File: src/rtl/dna_pkg.sv
// dna_pkg: base nibble codes, loader state encoding and width defaults for the DNA search loader
package dna_pkg;
  localparam logic [3:0] BP_A    = 4'b0001;
  localparam logic [3:0] BP_C    = 4'b0010;
  localparam logic [3:0] BP_G    = 4'b0100;
  localparam logic [3:0] BP_T    = 4'b1000;
  localparam logic [3:0] BP_N    = 4'b1111;
  localparam logic [3:0] BP_NONE = 4'b0000;
  typedef enum logic [5:0] {
    ST_LOAD_BIG   = 6'b000001,
    ST_LOAD_SMALL = 6'b000010,
    ST_PAD        = 6'b000100,
    ST_LAUNCH     = 6'b001000,
    ST_WAIT       = 6'b010000,
    ST_REPORT     = 6'b100000
  } state_e;
  localparam int BIG_SEQ_W   = 32;
  localparam int SMALL_SEQ_W = 8;
  localparam int LOC_W       = 5;
  localparam int TMO_CYCLES  = 256;
  localparam int TMO_W       = 9;
endpackage

File: src/rtl/dna_search_loader_if.sv
// dna_search_loader_if: base stream input and search result output of the loader
interface dna_search_loader_if #(parameter int LW = dna_pkg::LOC_W) ();
  logic [7:0]    in_data;
  logic          in_valid;
  logic          in_last;
  logic          in_ready;
  logic          res_valid;
  logic          res_ready;
  logic          res_found;
  logic [LW-1:0] res_location;
  logic          res_error;
  logic          res_timeout;
  modport master (
    output in_data, in_valid, in_last, res_ready,
    input  in_ready, res_valid, res_found, res_location, res_error, res_timeout
  );
  modport slave (
    input  in_data, in_valid, in_last, res_ready,
    output in_ready, res_valid, res_found, res_location, res_error, res_timeout
  );
endinterface

File: src/rtl/dna_base_encoder.sv
// dna_base_encoder: case-insensitive ASCII base to one-hot nibble, N is the all-ones wildcard
module dna_base_encoder import dna_pkg::*; (
  input  logic [7:0] ch,
  output logic       valid,
  output logic [3:0] nib
);
  logic [7:0] lc;
  always_comb begin
    lc = ch | 8'h20;
    nib = lc == "a" ? BP_A :
          lc == "c" ? BP_C :
          lc == "g" ? BP_G :
          lc == "t" ? BP_T :
          lc == "n" ? BP_N : BP_NONE;
    valid = nib != BP_NONE;
  end
endmodule

File: src/rtl/dna_search_loader.sv
// dna_search_loader: packs reference/query bases for the searcher, launches one search and reports its result
module dna_search_loader import dna_pkg::*; #(
  parameter int BIG_SEQ_SIZE            = BIG_SEQ_W,
  parameter int SMALL_SEQ_SIZE          = SMALL_SEQ_W,
  parameter int OUTER_LOCATION_NUM_SIZE = LOC_W,
  parameter int TIMEOUT_CYCLES          = TMO_CYCLES,
  parameter int TIMEOUT_W               = TMO_W
) (
  input  logic                               CLK,
  input  logic                               RST,
  dna_search_loader_if.slave                 io,
  output logic [BIG_SEQ_SIZE-1:0]            bigSeq,
  output logic [SMALL_SEQ_SIZE-1:0]          smallSeq,
  output logic [OUTER_LOCATION_NUM_SIZE-1:0] startIndex,
  output logic                               START,
  output logic                               SRCH_RSTN,
  input  logic                               DONE,
  input  logic                               found,
  input  logic [OUTER_LOCATION_NUM_SIZE-1:0] location
);
  localparam int BIG_N   = BIG_SEQ_SIZE / 4;
  localparam int SMALL_N = SMALL_SEQ_SIZE / 4;
  localparam int BCW     = $clog2(BIG_N + 1);
  localparam int SCW     = $clog2(SMALL_N + 1);
  state_e state_q, state_d;
  logic [BIG_SEQ_SIZE-1:0] big_q, big_d;
  logic [SMALL_SEQ_SIZE-1:0] small_q, small_d;
  logic [BCW-1:0] big_cnt_q, big_cnt_d;
  logic [SCW-1:0] small_cnt_q, small_cnt_d;
  logic [TIMEOUT_W-1:0] tmo_cnt_q, tmo_cnt_d;
  logic [OUTER_LOCATION_NUM_SIZE-1:0] res_location_q, res_location_d;
  logic err_q, err_d, start_q, start_d, srch_rstn_q, srch_rstn_d, in_ready_q, in_ready_d;
  logic res_valid_q, res_valid_d, res_found_q, res_found_d, res_timeout_q, res_timeout_d;
  logic beat, big_full, small_full, enc_valid;
  logic [3:0] enc_nib;
  dna_base_encoder u_enc (.ch(io.in_data), .valid(enc_valid), .nib(enc_nib));
  always_comb begin
    state_d = state_q;
    big_d = big_q;
    small_d = small_q;
    big_cnt_d = big_cnt_q;
    small_cnt_d = small_cnt_q;
    tmo_cnt_d = tmo_cnt_q;
    err_d = err_q;
    srch_rstn_d = srch_rstn_q;
    res_valid_d = res_valid_q;
    res_found_d = res_found_q;
    res_location_d = res_location_q;
    res_timeout_d = res_timeout_q;
    beat = io.in_valid && in_ready_q;
    big_full = big_cnt_q == BCW'(BIG_N);
    small_full = small_cnt_q == SCW'(SMALL_N);
    unique case (state_q)
      ST_LOAD_BIG: if (beat) begin
        err_d = err_q | ~enc_valid | big_full;
        big_d = big_full ? big_q : {big_q[BIG_SEQ_SIZE-5:0], enc_nib};
        big_cnt_d = big_full ? big_cnt_q : big_cnt_q + 1'b1;
        if (io.in_last) state_d = big_cnt_d == BCW'(BIG_N) ? ST_LOAD_SMALL : ST_PAD;
      end
      ST_LOAD_SMALL: if (beat) begin
        err_d = err_q | ~enc_valid | small_full;
        small_d = small_full ? small_q : {small_q[SMALL_SEQ_SIZE-5:0], enc_nib};
        small_cnt_d = small_full ? small_cnt_q : small_cnt_q + 1'b1;
        if (io.in_last) state_d = small_cnt_d == SCW'(SMALL_N) ? ST_LAUNCH : ST_PAD;
      end
      // Padding always completes the reference word first, so a full big word means we pad the query
      ST_PAD: if (!big_full) begin
        big_d = {big_q[BIG_SEQ_SIZE-5:0], BP_NONE};
        big_cnt_d = big_cnt_q + 1'b1;
        if (big_cnt_d == BCW'(BIG_N)) state_d = ST_LOAD_SMALL;
      end else begin
        small_d = {small_q[SMALL_SEQ_SIZE-5:0], BP_NONE};
        small_cnt_d = small_cnt_q + 1'b1;
        if (small_cnt_d == SCW'(SMALL_N)) state_d = ST_LAUNCH;
      end
      ST_LAUNCH: begin
        tmo_cnt_d = '0;
        state_d = ST_WAIT;
      end
      ST_WAIT: begin
        tmo_cnt_d = tmo_cnt_q + 1'b1;
        if (DONE || tmo_cnt_q == TIMEOUT_W'(TIMEOUT_CYCLES - 1)) begin
          res_valid_d = 1'b1;
          res_found_d = DONE & found;
          res_location_d = DONE ? location : res_location_q;
          res_timeout_d = ~DONE;
          srch_rstn_d = 1'b0;
          state_d = ST_REPORT;
        end
      end
      ST_REPORT: begin
        srch_rstn_d = 1'b1;
        if (io.res_ready) begin
          res_valid_d = 1'b0;
          big_cnt_d = '0;
          small_cnt_d = '0;
          tmo_cnt_d = '0;
          err_d = 1'b0;
          res_timeout_d = 1'b0;
          state_d = ST_LOAD_BIG;
        end
      end
      default: state_d = ST_LOAD_BIG;
    endcase
    start_d = state_d == ST_LAUNCH;
    in_ready_d = state_d == ST_LOAD_BIG || state_d == ST_LOAD_SMALL;
    if (start_d) srch_rstn_d = 1'b1;
  end
  always_ff @(posedge CLK) begin
    if (RST) begin
      state_q <= ST_LOAD_BIG;
      big_q <= '0;
      small_q <= '0;
      big_cnt_q <= '0;
      small_cnt_q <= '0;
      tmo_cnt_q <= '0;
      err_q <= 1'b0;
      start_q <= 1'b0;
      srch_rstn_q <= 1'b0;
      in_ready_q <= 1'b0;
      res_valid_q <= 1'b0;
      res_found_q <= 1'b0;
      res_location_q <= '0;
      res_timeout_q <= 1'b0;
    end else begin
      state_q <= state_d;
      big_q <= big_d;
      small_q <= small_d;
      big_cnt_q <= big_cnt_d;
      small_cnt_q <= small_cnt_d;
      tmo_cnt_q <= tmo_cnt_d;
      err_q <= err_d;
      start_q <= start_d;
      srch_rstn_q <= srch_rstn_d;
      in_ready_q <= in_ready_d;
      res_valid_q <= res_valid_d;
      res_found_q <= res_found_d;
      res_location_q <= res_location_d;
      res_timeout_q <= res_timeout_d;
    end
  end
  // The searcher is held in reset combinationally so it resets in the same cycle as the loader
  assign SRCH_RSTN = srch_rstn_q & ~RST;
  assign START = start_q;
  assign bigSeq = big_q;
  assign smallSeq = small_q;
  assign startIndex = OUTER_LOCATION_NUM_SIZE'(BIG_SEQ_SIZE - 1);
  assign io.in_ready = in_ready_q;
  assign io.res_valid = res_valid_q;
  assign io.res_found = res_found_q;
  assign io.res_location = res_location_q;
  assign io.res_error = err_q;
  assign io.res_timeout = res_timeout_q;
endmodule

File: src/flat_wrapper.sv
// flat-port wrapper written by rule: the top's interface ports become plain ports
module dna_search_loader_flat import dna_pkg::*;
#(
  parameter int BIG_SEQ_SIZE            = BIG_SEQ_W,
  parameter int SMALL_SEQ_SIZE          = SMALL_SEQ_W,
  parameter int OUTER_LOCATION_NUM_SIZE = LOC_W,
  parameter int TIMEOUT_CYCLES          = TMO_CYCLES,
  parameter int TIMEOUT_W               = TMO_W
)
  (CLK, RST, bigSeq, smallSeq, startIndex, START, SRCH_RSTN, DONE, found, location, io_in_data, io_in_valid, io_in_last, io_res_ready, io_in_ready, io_res_valid, io_res_found, io_res_location, io_res_error, io_res_timeout);
  dna_search_loader_if io_i ();
  input  logic CLK;
  input  logic RST;
  output logic [BIG_SEQ_SIZE-1:0] bigSeq;
  output logic [SMALL_SEQ_SIZE-1:0] smallSeq;
  output logic [OUTER_LOCATION_NUM_SIZE-1:0] startIndex;
  output logic START;
  output logic SRCH_RSTN;
  input  logic DONE;
  input  logic found;
  input  logic [OUTER_LOCATION_NUM_SIZE-1:0] location;
  input wire logic [$bits(io_i.in_data)-1:0] io_in_data;
  input wire logic [$bits(io_i.in_valid)-1:0] io_in_valid;
  input wire logic [$bits(io_i.in_last)-1:0] io_in_last;
  input wire logic [$bits(io_i.res_ready)-1:0] io_res_ready;
  output wire logic [$bits(io_i.in_ready)-1:0] io_in_ready;
  output wire logic [$bits(io_i.res_valid)-1:0] io_res_valid;
  output wire logic [$bits(io_i.res_found)-1:0] io_res_found;
  output wire logic [$bits(io_i.res_location)-1:0] io_res_location;
  output wire logic [$bits(io_i.res_error)-1:0] io_res_error;
  output wire logic [$bits(io_i.res_timeout)-1:0] io_res_timeout;
  assign io_i.in_data = io_in_data;
  assign io_i.in_valid = io_in_valid;
  assign io_i.in_last = io_in_last;
  assign io_i.res_ready = io_res_ready;
  assign io_in_ready = io_i.in_ready;
  assign io_res_valid = io_i.res_valid;
  assign io_res_found = io_i.res_found;
  assign io_res_location = io_i.res_location;
  assign io_res_error = io_i.res_error;
  assign io_res_timeout = io_i.res_timeout;
  dna_search_loader #(.BIG_SEQ_SIZE(BIG_SEQ_SIZE), .SMALL_SEQ_SIZE(SMALL_SEQ_SIZE), .OUTER_LOCATION_NUM_SIZE(OUTER_LOCATION_NUM_SIZE), .TIMEOUT_CYCLES(TIMEOUT_CYCLES), .TIMEOUT_W(TIMEOUT_W)) u_core (.CLK(CLK), .RST(RST), .io(io_i), .bigSeq(bigSeq), .smallSeq(smallSeq), .startIndex(startIndex), .START(START), .SRCH_RSTN(SRCH_RSTN), .DONE(DONE), .found(found), .location(location));
endmodule
File: config.mk
export PLATFORM = sky130hd
export DESIGN_NAME = dna_search_loader_flat
export DESIGN_NICKNAME = d
export VERILOG_FILES = /design/src/rtl/dna_pkg.sv /design/src/rtl/dna_search_loader_if.sv /design/src/rtl/dna_base_encoder.sv /design/src/rtl/dna_search_loader.sv /design/src/flat_wrapper.sv
export SDC_FILE = /design/constraint.sdc
export NUM_CORES = 1
export LEC_CHECK = 0
export BUFFER_PORTS_ARGS = -buffer_cell sky130_fd_sc_hd__buf_2
export CAP_MARGIN = 20
export CELL_PAD_IN_SITES_DETAIL_PLACEMENT = 2
export CELL_PAD_IN_SITES_GLOBAL_PLACEMENT = 2
export CORE_MARGIN = 2
export CORE_UTILIZATION = 31
export CTS_CLUSTER_SIZE = 25
export DETAILED_ROUTE_END_ITERATION = 10
export PLACE_DENSITY_LB_ADDON = 0.1
export SLEW_MARGIN = 5
export SYNTH_ARGS = -nofsm -noshare
export SYNTH_HDL_FRONTEND = slang
export SYNTH_SLANG_ARGS = --single-unit
File: constraint.sdc
create_clock -name CLK -period 3.14 [get_ports CLK]
set_input_delay 0.471 -clock CLK [delete_from_list [all_inputs] [get_ports CLK]]
set_output_delay 0.471 -clock CLK [all_outputs]
set_load 0.005 [all_outputs]
---- Yosys cells after proc, flatten, opt, wreduce, memory -nomap -nowiden ----
Cells that the tools add are included.
storage, ports and cells
  bits in registers ....................... 73
  input bits .............................. 20
  word-level logic and storage cells ...... 124
operators by class
  $add $sub $neg .......................... 3
  eq/ne operators ......................... 30
  multiplexer cells ....................... 47
  bitwise operators ....................... 8
  reduce and logical (&&, ||, !) cells .... 22
operators by type and width
  operator                                                                 number
  32-bit two-way mux                                                       3
  32-bit case mux with 2 select lines                                      1
  6-bit two-way mux                                                        9
  4-bit two-way mux                                                        9
  6-bit case mux with 6 select lines                                       1
  7-bit by 6-bit equality test with 1-bit output, second input constant    5
  9-bit case mux with 3 select lines                                       1
  8-bit two-way mux                                                        3
  8-bit case mux with 2 select lines                                       1
  4-bit AND reduction                                                      4
  3-bit nonzero test                                                       5
  4-bit equality test, second input constant                               3
  6-bit by 1-bit equality test with 1-bit output, second input constant    2
  6-bit by 2-bit equality test with 1-bit output, second input constant    2
  6-bit by 4-bit equality test with 1-bit output, second input constant    2
  4-bit case mux with 3 select lines                                       1
  9-bit by 1-bit adder with 9-bit output, second input constant            1
  9-bit by 8-bit equality test with 1-bit output, second input constant    1
  9-bit two-way mux                                                        1
  3-bit AND reduction                                                      3
  2-bit two-way mux                                                        4
  2-bit by 1-bit inequality test with 1-bit output, second input constant  4
  2-bit inequality test, second input constant                             4
  1-bit two-way mux                                                        7
  19 further kinds                                                         33

---- Depth between registers and ports, before layout ----
Gate-level depths: netlist (run 1).
  depth in word-level cells ............... 12
  depth in mapped cells ................... 8

---- Cells and area by module ----
From an unflattened synthesis (run 1), not the netlist that was laid out.
second synthesis, totals
  cells, all modules ...................... 433
  area, all modules ....................... 3557.2 µm²
by module, submodules not included
  module             times used  cells each  area an instance (µm²)  sequential area each (µm²)
  dna_search_loader  1           414         3425.8                  1461.4
  dna_base_encoder   1           19          131.4                   0.0

---- Least setup slack after synthesis (run 1) ----
Ideal clock, no wire load.
  kind .................................... reg2reg
  from .................................... register u_core.state_q[0]
  to ...................................... register u_core.small_cnt_q[0]
  setup time .............................. 0.086 ns
  data arrival time ....................... 2.098 ns
  setup slack ............................. 0.956 ns
  stages on the path, launching flop included .. 7
  buffers on the path ..................... 1
  period minus slack after synthesis ...... 2.184 ns
  cell sequence ........................... dfxtp_1 > buf_6 > or4_4 > or3b_4 > and3_4 > or3_1 > a221oi_2
between the ends
  longest elaborated chain between the ends .. 3
ends and longest elaborated chain
  item                                                                                line                      source
  start, declared                                                                     dna_search_loader.sv:25   state_e state_q, state_d;
  start signal, assigned                                                              dna_search_loader.sv:126  state_q <= state_d;
  6-bit by 3-bit equality test with 1-bit output (tied with other cells)              dna_search_loader.sv:53   unique case (state_q)
  2-bit by 1-bit inequality test with 1-bit output (no line) (tied with other cells)  --
  4-bit AND reduction (no line)                                                       --
  end signal, assigned                                                                dna_search_loader.sv:130  small_cnt_q <= small_cnt_d;
  end, declared                                                                       dna_search_loader.sv:29   logic [SCW-1:0] small_cnt_q, small_cnt_d;
Several ways; a longest one is shown, not always the timed one.
A chain may end at the register's enable or synchronous reset.

---- Worst setup path in the final report (run 1) ----
  from .................................... register u_core.state_q[5]
  to ...................................... register u_core.small_cnt_q[0]
The elaborated chain is that of the path after synthesis.

==> metrics.csv, run 1 <==
stage;metric;value;unit
layout;num-nets-final;518;
floorplanning;floorplan.die.height;113;µm
layout;areaGrowthSynthToFinish;15.3;%
run;timing.max_cap.violations;0;
worst_hold_path;hold_path.startpoint;location[0];
worst_hold_path;min_to;u_core.io.res_location[0]$_SDFFE_PP0P_;
timing;finalSetupViolCount;0;
setup_path;crit-reg2reg-capture;u_core.small_cnt_q[0]$_SDFFE_PP0P_;
grt;met1_usage;22.8;%
detailed_routing;antenna_left;0;
detailed_routing;vias;3306;
timing;grt_setup_unrepaired;no;
layout;post_route_cells_drive_above_1_share;21.8;%
worst_hold_path;min-delay-path-class;in2reg;
clocking;cts-root-to-sink-buffers;2;
worst_hold_path;holdPathStages;3;
floorplanning;row_count;39;
clocking;cts_setup_buffers;0;
detailed_routing;via_per_inst;5.17;
pwr;p_leak;1.65;nW
layout;layout.cells.non_filler;639;
setup_path;worstRegToRegCells;5;
grt;grt-ovfl-total;0;
detailed_routing;routedWlPerCell;17.2;µm
synth;synth_area_leaders;sky130_fd_sc_hd__dfxtp_1 (40%), sky130_fd_sc_hd__nand2_1 (8.8%), sky130_fd_sc_hd__a21oi_1 (6.8%);
synth;area_share_of_the_leading_cell_type_in_the_synthesized_netlist;39.9;%
setup_path;critical_path.reg2reg.startpoint;u_core.state_q[5]$_SDFF_PP0_;
grt;top_usage_layer;met2;
timing;report.final.slew_viol_count;0;
clocking;cts_htree_levels;3;
synth;synth_seq_cells;73;
grt;first_global_vias;3520;
clocking;tritoncts.num_buffers;9;
floorplanning;die_x;113;µm
setup_path;timing.critical_path.to_type;register;
placement;gpl_congestion;0.770;
grt;use_met3;3.75;%
timing;tns;0;ps
clocking;cts_num_sinks;73;
synth;synth_cell_type_count;62;
timing;slew-limit-headroom;56.9;%
floorplanning;design.die.area;12700;µm²
timing;final_period_minus_worst_setup_slack;2520;ps
synth;synth-seq-area-share;39.9;%
timing;final-hold-violation-count;0;
outcome;status;finished, final reports clean;
floorplanning;coreArea;11500;µm²
setup_path;cp.required;3390;ps
setup_path;path_class;reg2reg;
layout;num_antenna_cells;0;
synth;synth_area_leader_cell;sky130_fd_sc_hd__dfxtp_1;
pwr;powerDensity;513;nW/µm²
layout;postLayoutCellArea;4220;µm²
placement;port-buffer-count;70;
detailed_routing;dr.first_iter.drc_count;117;
floorplanning;starting_density_of_the_core;32.0;%
grt;grt_antenna_before_repair;0;
synth;synth_area;3660;µm²
placement;place_hpwl;7.88;mm
pwr;max-vdd-ir-drop;0.217;mV
clocking;clock_tree.root_cell;sky130_fd_sc_hd__clkbuf_16;
clocking;cts_repair_resizes;0;
setup_path;worstSetupStartpointType;register;
clocking;hold_buffers;0;
detailed_routing;route.final.wire_length;11.0;mm
synth;synth_async_sr_flop_share;0;%
setup_path;r2r_slack;620;ps
synth;synth_area_per_cell;8.05;µm²
setup_path;critPathArrivalTime;2770;ps
detailed_routing;drt_drc_violations_left;0;
synth;synth_warnings;0;
grt;grt_max_degree;33;
timing;max_clk_rate;0.397;GHz
detailed_routing;detail_route.first_pass.iterations;4;
clocking;clk_pin_slew_worst_paths;60;ps
placement;postPlaceCellArea;3950;µm²
grt;grt.total_usage;18.0;%
timing;fin_worst_skew;6.64;ps
clocking;cts_tree;built;
timing;fin_crit_sh;80.3;%
synth;synth-edff-count;0;
setup_path;critical_path.max_fanout;12;
grt;grt.met2_usage;29.7;%
synth;post-synth-top-count-cell;sky130_fd_sc_hd__nand2_1;
placement;placed_cells_incl_taps;623;
synth;postSynthCellCount;455;
timing;worst_tran_pin_value;641;ps
clocking;worst_skew_pair.late_latency;340;ps
grt;grt_pass1_wl;18.2;mm
synth;synth_flop_cell;sky130_fd_sc_hd__dfxtp_1;
synth;synth_common_cells;sky130_fd_sc_hd__nand2_1 (86), sky130_fd_sc_hd__dfxtp_1 (73), sky130_fd_sc_hd__a21oi_1 (50);
floorplanning;io-pin-count;77;
placed cells by master (no fill, tap or decap), types with 9 or more instances in the layout:
cell type / count
sky130_fd_sc_hd__o21ai_0: 18
sky130_fd_sc_hd__buf_2: 70
sky130_fd_sc_hd__dfxtp_1: 73
sky130_fd_sc_hd__nand3_1: 16
sky130_fd_sc_hd__nand2_1: 86
sky130_fd_sc_hd__a21oi_1: 49
sky130_fd_sc_hd__nor2_1: 33
sky130_fd_sc_hd__xor2_1: 9
sky130_fd_sc_hd__clkbuf_16: 9
state kept, by name (all words and copies together) (netlist names), 2 cells and up:
name                    count
u_core.tmo_cnt_q            9
u_core.smallSeq             8
u_core.big_cnt_q            4
u_core.state_q              6
u_core.bigSeq              32
u_core.io.res_location      5
u_core.small_cnt_q          2
worst max-delay path, cell delays in order (launching register included):
cell                       delay [ps]
sky130_fd_sc_hd__dfxtp_1          430
sky130_fd_sc_hd__nor4_2           600
sky130_fd_sc_hd__nand3b_1         390
sky130_fd_sc_hd__and3_4           320
sky130_fd_sc_hd__or3_1            390
sky130_fd_sc_hd__a221oi_2         300
metrics by stage:
stage | hold slack [ps] | setup WS (ps) | util [%] | power, mW
2_1_floorplan | 445 | 956 | - | 1.15
3_3_place_gp | 441 | 711 | 34.2 | 1.22
3_5_place_dp | 451 | 672 | 34.4 | 1.24
4_1_cts | 363 | 645 | 36.8 | 2.21
5_1_grt | 396 | 469 | 36.8 | 2.28
6_report | 375 | 620 | 36.8 | 2.17
how the worst max path moves through the flow:
stage / from / to / slack [ps] / depth (start not counted)
after floorplan: u_core.state_q[0]$_SDFF_PP1_ / u_core.small_cnt_q[0]$_SDFFE_PP0P_ / 960 / 6
after global placement: u_core.state_q[5]$_SDFF_PP0_ / u_core.smallSeq[6]$_SDFFE_PP0P_ / 710 / 5
after detailed placement: u_core.state_q[3]$_SDFF_PP0_ / u_core.small_cnt_q[0]$_SDFFE_PP0P_ / 670 / 5
after CTS: u_core.state_q[3]$_SDFF_PP0_ / u_core.small_cnt_q[0]$_SDFFE_PP0P_ / 640 / 5
after global routing: u_core.state_q[5]$_SDFF_PP0_ / u_core.smallSeq[3]$_SDFFE_PP0P_ / 470 / 5
final: u_core.state_q[5]$_SDFF_PP0_ / u_core.small_cnt_q[0]$_SDFFE_PP0P_ / 620 / 5
where the power goes:
group	internal, mW	leakage (nW)	switching (mW)	total [mW]
Combinational	0.0892	0.936	0.162	0.251
Sequential	0.939	0.589	0.0261	0.965
Clock	0.536	0.125	0.416	0.952
Total	1.56	1.65	0.604	2.17
kinds of logic after synthesis:
group / synth area share, %
xor gates and xnor gates: 2.39
and+or+nand+nor: 26.3
muxes: 2.19
buffers and inverters: 10.4
DFF: 39.9
adders and majority gates: 2.39
other: 0.102
AOI/OAI and AO/OA: 16.4
layer usage:
metal	wire length [µm]	part of all wire [%]	vias to the layer above
met5	0	0	-
met4	200	1.8	0
met3	465	4.2	12
met2	5290	48	63
met1	5050	46	1634
li1	-	-	1597
cell type report:
type / count / area, µm²
flip-flops and latches: 73 / 1460
inverters: 8 / 30.0
clock buffers: 10 / 229
multi-input cells: 320 / 1840
clock inverters: 6 / 45.0
repair buffers: 79 / 438
well taps: 143 / 179
fillers: 1339 / 7240
(Power assumes the default switching activity.)
==> run 2, diff against run 1 <==
--- a/config.mk
+++ b/config.mk
@@ -5,12 +5,13 @@
 export SDC_FILE = /design/constraint.sdc
 export NUM_CORES = 1
 export LEC_CHECK = 0
+export ABC_AREA = 1
 export BUFFER_PORTS_ARGS = -buffer_cell sky130_fd_sc_hd__buf_2
 export CAP_MARGIN = 20
 export CELL_PAD_IN_SITES_DETAIL_PLACEMENT = 2
 export CELL_PAD_IN_SITES_GLOBAL_PLACEMENT = 2
 export CORE_MARGIN = 2
-export CORE_UTILIZATION = 31
+export CORE_UTILIZATION = 30
 export CTS_CLUSTER_SIZE = 25
 export DETAILED_ROUTE_END_ITERATION = 10
 export PLACE_DENSITY_LB_ADDON = 0.1
==> constraint.sdc (replaced) <==
create_clock -name CLK -period 2.6 [get_ports CLK]
set_input_delay 0.39 -clock CLK [delete_from_list [all_inputs] [get_ports CLK]]
set_output_delay 0.39 -clock CLK [all_outputs]
set_load 0.005 [all_outputs]
==> metrics.csv, run 2 <==
stage;metric;value;unit
floorplanning;die_x;117;µm
detailed_routing;vias;3492;
clocking;clk_pin_slew_worst_paths;70;ps
clocking;cts-root-to-sink-buffers;2;
layout;final_cell_mix;sky130_fd_sc_hd__nor2_1 (124), sky130_fd_sc_hd__nand2_1 (91), sky130_fd_sc_hd__dfxtp_1 (73);
grt;grt_antenna_before_repair;0;
timing;report.final.slew_viol_count;0;
pwr;max-vdd-ir-drop;0.277;mV
placement;gpl_congestion;0.722;
setup_path;cp.required;2830;ps
run;timing.max_cap.violations;0;
synth;synth_area_leaders;sky130_fd_sc_hd__dfxtp_1 (38%), sky130_fd_sc_hd__nor2_1 (12%), sky130_fd_sc_hd__nand2_1 (8.9%);
setup_path;timing.critical_path.slowest_cell_delay;380;ps
synth;synth_warnings;0;
grt;grt-ovfl-total;0;
synth;synth_common_cells;sky130_fd_sc_hd__nor2_1 (124), sky130_fd_sc_hd__nand2_1 (91), sky130_fd_sc_hd__dfxtp_1 (73);
setup_path;critPathArrivalTime;2120;ps
synth;synth-seq-area-share;38.2;%
clocking;cts_setup_buffers;0;
synth;synth_async_sr_flop_share;0;%
grt;grt_pass1_wl;17.6;mm
timing;finalSetupViolCount;0;
pwr;report.power.total;4.49;mW
setup_path;cpMostUsedCell;sky130_fd_sc_hd__nor2_1;
grt;grt_max_degree;48;
floorplanning;design.die.area;13700;µm²
worst_hold_path;min_to;u_core.io.res_found$_SDFFE_PP0P_;
synth;synth_area_leader_cell;sky130_fd_sc_hd__dfxtp_1;
setup_path;timing.critical_path.to_type;register;
timing;fin_worst_hold_slack;297;ps
timing;max_clk_rate;0.528;GHz
pwr;p_leak;2.14;nW
grt;grt.total_usage;16.6;%
outcome;status;finished, final reports clean;
layout;num-nets-final;606;
worst_hold_path;holdPathStages;3;
timing;slew-limit-headroom;60.2;%
placement;dpl_worst_slack;681;ps
setup_path;worstSetupStartpointType;register;
worst_hold_path;hold_path.startpoint;found;
timing;grt_setup_unrepaired;no;
clocking;worst_skew_pair.late_latency;350;ps
grt;first_global_vias;3689;
grt;grt.met2_usage;28.8;%
timing;worst_tran_pin_value;594;ps
synth;synth-edff-count;0;
detailed_routing;antenna_left;0;
worst_hold_path;min-delay-path-class;in2reg;
detailed_routing;drt_drc_violations_left;0;
detailed_routing;via_per_inst;4.62;
clocking;cts_repair_resizes;0;
placement;placed_cells_incl_taps;740;
grt;use_met3;2.94;%
synth;area_share_of_the_leading_cell_type_in_the_synthesized_netlist;38.2;%
detailed_routing;route.final.wire_length;10.6;mm
synth;post-synth-top-count-cell;sky130_fd_sc_hd__nor2_1;
clocking;cts_tree;built;
setup_path;critPathSlowestCell;sky130_fd_sc_hd__dfxtp_1;
detailed_routing;routedWlPerCell;14.1;µm
layout;post_route_cells_drive_above_1_share;21.4;%
clocking;clock_tree.root_cell;sky130_fd_sc_hd__clkbuf_16;
timing;fin_worst_skew;10.2;ps
setup_path;r2r_slack;710;ps
detailed_routing;dr.first_iter.drc_count;112;
setup_path;worstRegToRegCells;9;
timing;layout_setup_ws;706;ps
timing;fin_crit_sh;72.8;%
placement;place_hpwl;7.73;mm
grt;top_usage_layer;met2;
synth;synth_area_per_cell;7.06;µm²
synth;synth_seq_cells;73;
setup_path;worst_path_cell_trace;inv_1 -> ha_1 -> nand2_1 -> nor2_2 -> o21ai_2 -> nor2_4 -> inv_2 -> nor2_1 -> nor2_1;
clocking;hold_buffers;0;
setup_path;critical_path.max_fanout;11;
layout;layout.cells.non_filler;756;
synth;synth_flop_cell;sky130_fd_sc_hd__dfxtp_1;
pwr;powerDensity;1020;nW/µm²
detailed_routing;detail_route.first_pass.iterations;4;
floorplanning;floorplan.die.height;117;µm
grt;met1_usage;20.2;%
layout;num_antenna_cells;0;
clocking;cts_htree_levels;3;
placement;port-buffer-count;70;
synth;synth_area;3830;µm²
setup_path;path_class;reg2reg;
layout;mostFrequentLayoutCell;sky130_fd_sc_hd__nor2_1;
floorplanning;row_count;41;
floorplanning;io-pin-count;77;
layout;areaGrowthSynthToFinish;14.7;%
timing;final-hold-violation-count;0;
synth;postSynthCellCount;542;
floorplanning;coreArea;12500;µm²
setup_path;critical_path.reg2reg.startpoint;u_core.big_cnt_q[0]$_SDFFE_PP0P_;
setup_path;crit-reg2reg-capture;u_core.smallSeq[1]$_SDFFE_PP0P_;
layout;largest_register_ff_count;32;
clocking;tritoncts.num_buffers;9;
clocking;cts_num_sinks;73;
floorplanning;starting_density_of_the_core;30.6;%
timing;tns;0;ps
timing;final_period_minus_worst_setup_slack;1890;ps
synth;synth_cell_type_count;38;
[run 2: cell count changes in the layout (fill, tap and decap cells not counted), moves of 8 or more]
cell                      delta
sky130_fd_sc_hd__mux2i_1     -8
sky130_fd_sc_hd__nand3_1    +10
sky130_fd_sc_hd__xor2_1      -9
sky130_fd_sc_hd__a21oi_1    -28
sky130_fd_sc_hd__inv_1      +34
sky130_fd_sc_hd__nor2_1     +91
sky130_fd_sc_hd__o21ai_1    +33
sky130_fd_sc_hd__inv_2       +8
[run 2: power breakdown]
group          switching (mW)  internal, mW
combinational           0.973         0.521
clock                   0.527         0.969
sequential              0.171          1.33
[run 2: layer usage]
metal | routed length (µm) | vias to the layer above
li1 | - | 1755
met1 | 4910 | 1668
met2 | 5130 | 57
met3 | 391 | 12
met4 | 199 | 0
met5 | 0 | -
[run 2: logic make-up after synthesis]
| kind of cell | Yosys count | synth area share [%] |
|---|---|---|
| other cells | 1 | 0.0980 |
| simple gates | 280 | 33.3 |
| buf+inv | 100 | 14.9 |
| compound gates | 80 | 11.0 |
| xor+xnor | 1 | 0.229 |
| flops | 73 | 38.2 |
| fa+ha+maj | 7 | 2.29 |
[run 2: area by class of cell]
| cell class | instances | area (µm²) |
|---|---|---|
| Clock buffer | 10 | 239 |
| Sequential cell | 73 | 1460 |
| Clock inverter | 6 | 113 |
| Tap cell | 172 | 215 |
| Inverter | 51 | 193 |
| Fill cell | 1550 | 8130 |
| Multi-Input combinational cell | 373 | 1810 |
| Timing Repair Buffer | 71 | 358 |
[run 2: stage by stage]
step / area (µm²) / util, %
after floorplan: 3840 / -
after global placement: 4040 / 32.3
after detailed placement: 4040 / 32.3
after CTS: 4390 / 35.1
after global routing: 4390 / 35.1
final: 4390 / 35.1
[run 2: how the worst max path moves through the flow]
stage,start,to,cells after the start
CTS,u_core.big_cnt_q[0]$_SDFFE_PP0P_,u_core.smallSeq[1]$_SDFFE_PP0P_,9
global route,u_core.big_cnt_q[0]$_SDFFE_PP0P_,u_core.smallSeq[1]$_SDFFE_PP0P_,9
floorplan,u_core.tmo_cnt_q[1]$_SDFFE_PP0P_,u_core.tmo_cnt_q[8]$_SDFFE_PP0P_,7
detailed placement,u_core.big_cnt_q[0]$_SDFFE_PP0P_,u_core.smallSeq[1]$_SDFFE_PP0P_,9
global placement,u_core.big_cnt_q[0]$_SDFFE_PP0P_,u_core.smallSeq[1]$_SDFFE_PP0P_,9
finish,u_core.big_cnt_q[0]$_SDFFE_PP0P_,u_core.smallSeq[1]$_SDFFE_PP0P_,9
[run 2: worst max-delay path, delay by kind of cell, from the launching register on]
family,cells,cell delay [ps]
AND/OR/NAND/NOR,5,830
flip-flops,1,380
buffers and inverters,2,230
adder cells (fa/ha/maj),1,190
AO/OA/AOI/OAI,1,140
==> run 3, diff against run 2 <==
==> constraint.sdc (replaced) <==
create_clock -name CLK -period 1.9 [get_ports CLK]
set_input_delay 0.285 -clock CLK [delete_from_list [all_inputs] [get_ports CLK]]
set_output_delay 0.285 -clock CLK [all_outputs]
set_load 0.005 [all_outputs]
==> metrics.csv, run 3 (same netlist as run 2, synthesis figures left out) <==
stage;metric;value;unit
grt;first_global_vias;3589;
layout;multiInputGateArea;1830;µm²
detailed_routing;via_per_inst;4.60;
setup_path;worstRegToRegCells;7;
run;timing.max_cap.violations;0;
layout;num-fill-cells;1538;
grt;grt_antenna_before_repair;0;
placement;gpl_congestion;0.765;
setup_path;critPathSlowestCell;sky130_fd_sc_hd__dfxtp_2;
layout;num_antenna_cells;0;
setup_path;critical_path_depth;7;
floorplanning;design.die.area;13700;µm²
timing;slew-limit-headroom;66.2;%
layout;mostFrequentLayoutCell;sky130_fd_sc_hd__nor2_1;
floorplanning;coreArea;12500;µm²
floorplanning;die_x;117;µm
pwr;power_frac_comb;35.6;%
worst_hold_path;min-delay-path-class;in2reg;
detailed_routing;drt_drc_violations_left;0;
placement;place_hpwl;8.06;mm
pwr;share_seq_of_total_power;32.3;%
timing;finalSetupViolCount;0;
grt;grt-ovfl-total;0;
clocking;cts_tree;built;
clocking;clock_tree.root_cell;sky130_fd_sc_hd__clkbuf_16;
floorplanning;floorplan.die.height;117;µm
clocking;tritoncts.num_buffers;9;
setup_path;path_class;reg2reg;
clocking;worst_skew_pair.late_latency;350;ps
pwr;max-vdd-ir-drop;0.355;mV
pwr;p_int;4.00;mW
timing;report.final.slew_viol_count;0;
timing;worst_tran_pin_value;502;ps
timing;final-hold-violation-count;0;
setup_path;cp.required;2180;ps
setup_path;timing.critical_path.slowest_cell_delay;360;ps
setup_path;critical_path.max_fanout;4;
setup_path;cpMostUsedCell;sky130_fd_sc_hd__or2_2;
timing;final_period_minus_worst_setup_slack;1760;ps
clocking;hold_buffers;0;
layout;num-nets-final;617;
layout;seq_area;1470;µm²
layout;final_cell_mix;sky130_fd_sc_hd__nor2_1 (123), sky130_fd_sc_hd__nand2_1 (90), sky130_fd_sc_hd__buf_2 (70);
pwr;p_leak;2.21;nW
layout;areaGrowthSynthToFinish;18.8;%
clocking;clk_pin_slew_worst_paths;60;ps
detailed_routing;dr.first_iter.drc_count;159;
setup_path;critPathArrivalTime;2040;ps
layout;post_route_cells_drive_above_1_share;24.2;%
floorplanning;io-pin-count;77;
setup_path;timing.critical_path.max_delay_family;simple AND/OR/NAND/NOR gates;
pwr;powerDensity;1390;nW/µm²
grt;grt.total_usage;17.1;%
timing;max_clk_rate;0.567;GHz
pwr;clockPowerShare;32.2;%
detailed_routing;antenna_left;0;
timing;grt_setup_unrepaired;no;
timing;fin_crit_sh;92.8;%
timing;tns;0;ps
detailed_routing;detail_route.first_pass.iterations;4;
floorplanning;starting_density_of_the_core;30.6;%
placement;dpl_worst_slack;75.9;ps
grt;grt_pass1_wl;18.0;mm
placement;port-buffer-count;70;
setup_path;timing.critical_path.to_type;register;
setup_path;worstSetupStartpointType;register;
pwr;switching_share;36.7;%
detailed_routing;route.final.wire_length;11.0;mm
detailed_routing;vias;3526;
timing;fin_worst_skew;6.07;ps
pwr;netSwitchingPower;2.32;mW
worst_hold_path;holdPathStages;3;
setup_path;worst_path_cell_trace;ha_4 -> nand4_1 -> or2_2 -> nor2_2 -> ha_2 -> or2_2 -> a21oi_1;
clocking;cts-root-to-sink-buffers;2;
clocking;cts_htree_levels;3;
layout;largest_register_ff_count;32;
setup_path;critical_path.n_buffers_inverters;0;
timing;layout_setup_ws;137;ps
outcome;status;finished, final reports clean;
floorplanning;row_count;41;
grt;grt_max_degree;33;
detailed_routing;routedWlPerCell;14.3;µm
clocking;cts_num_sinks;73;
[run 3: final timing paths]
| check | from | endpoint | slack, ps |
|---|---|---|---|
| worst max-delay path | u_core.tmo_cnt_q[1]$_SDFFE_PP0P_ | u_core.tmo_cnt_q[8]$_SDFFE_PP0P_ | 140 |
| worst min-delay path | found | u_core.io.res_found$_SDFFE_PP0P_ | 190 |
| worst max register to register | u_core.tmo_cnt_q[1]$_SDFFE_PP0P_ | u_core.tmo_cnt_q[8]$_SDFFE_PP0P_ | 140 |
| worst min register to register | u_core.io.res_error$_SDFFE_PP0P_ | u_core.io.res_error$_SDFFE_PP0P_ | 470 |
[run 3: power by group through the flow]
stage | clock [mW] | sequential [mW] | combinational, mW
2_1_floorplan | 0 | 2.03 | 1.90
3_3_place_gp | 0 | 2.07 | 2.23
3_5_place_dp | 0 | 2.08 | 2.29
4_1_cts | 2.09 | 2.05 | 2.31
5_1_grt | 2.15 | 2.08 | 2.62
6_report | 2.03 | 2.04 | 2.25
[run 3: worst register-to-register path, stage by stage, from the launching register on]
cell                      delay, ps
sky130_fd_sc_hd__dfxtp_2        360
sky130_fd_sc_hd__ha_4           150
sky130_fd_sc_hd__nand4_1        100
sky130_fd_sc_hd__or2_2          310
sky130_fd_sc_hd__nor2_2         100
sky130_fd_sc_hd__ha_2           260
sky130_fd_sc_hd__or2_2          290
sky130_fd_sc_hd__a21oi_1        130
[run 3: what timing repair did]
| action | CTS | global route |
|---|---|---|
| gates resized for setup | 0 | 9 |
| endpoints found under the hold margin | 0 | 0 |
| setup buffers | 0 | 0 |
| setup endpoints to repair | 0 | 6 |
[run 3: final cells by class]
cell class,count,area share (%)
inverter,51,4.24
tap,172,4.73
clock buffer,10,5.26
timing repair buffer,82,10.8
clock inverter,6,2.48
sequential,73,32.3
multi-input combinational,373,40.3
[run 3: per-layer routing]
metal  GRT usage [%]  part of all wire [%]  up-vias
li1                -                     -     1770
met1            21.6                    47     1690
met2            28.6                    49       54
met3            2.94                   3.2       12
met4            7.45                   1.7        0
met5               0                     0        -
[run 3: metrics by stage]
stage	cell area (µm²)	power, mW	instances	hold slack [ps]	util [%]
after floorplan	3840	3.93	546	385	-
after global placement	4170	4.29	751	443	33.3
after detailed placement	4170	4.37	751	453	33.3
after CTS	4520	6.45	767	177	36.1
after global routing	4550	6.85	767	196	36.3
final	4550	6.32	767	191	36.3
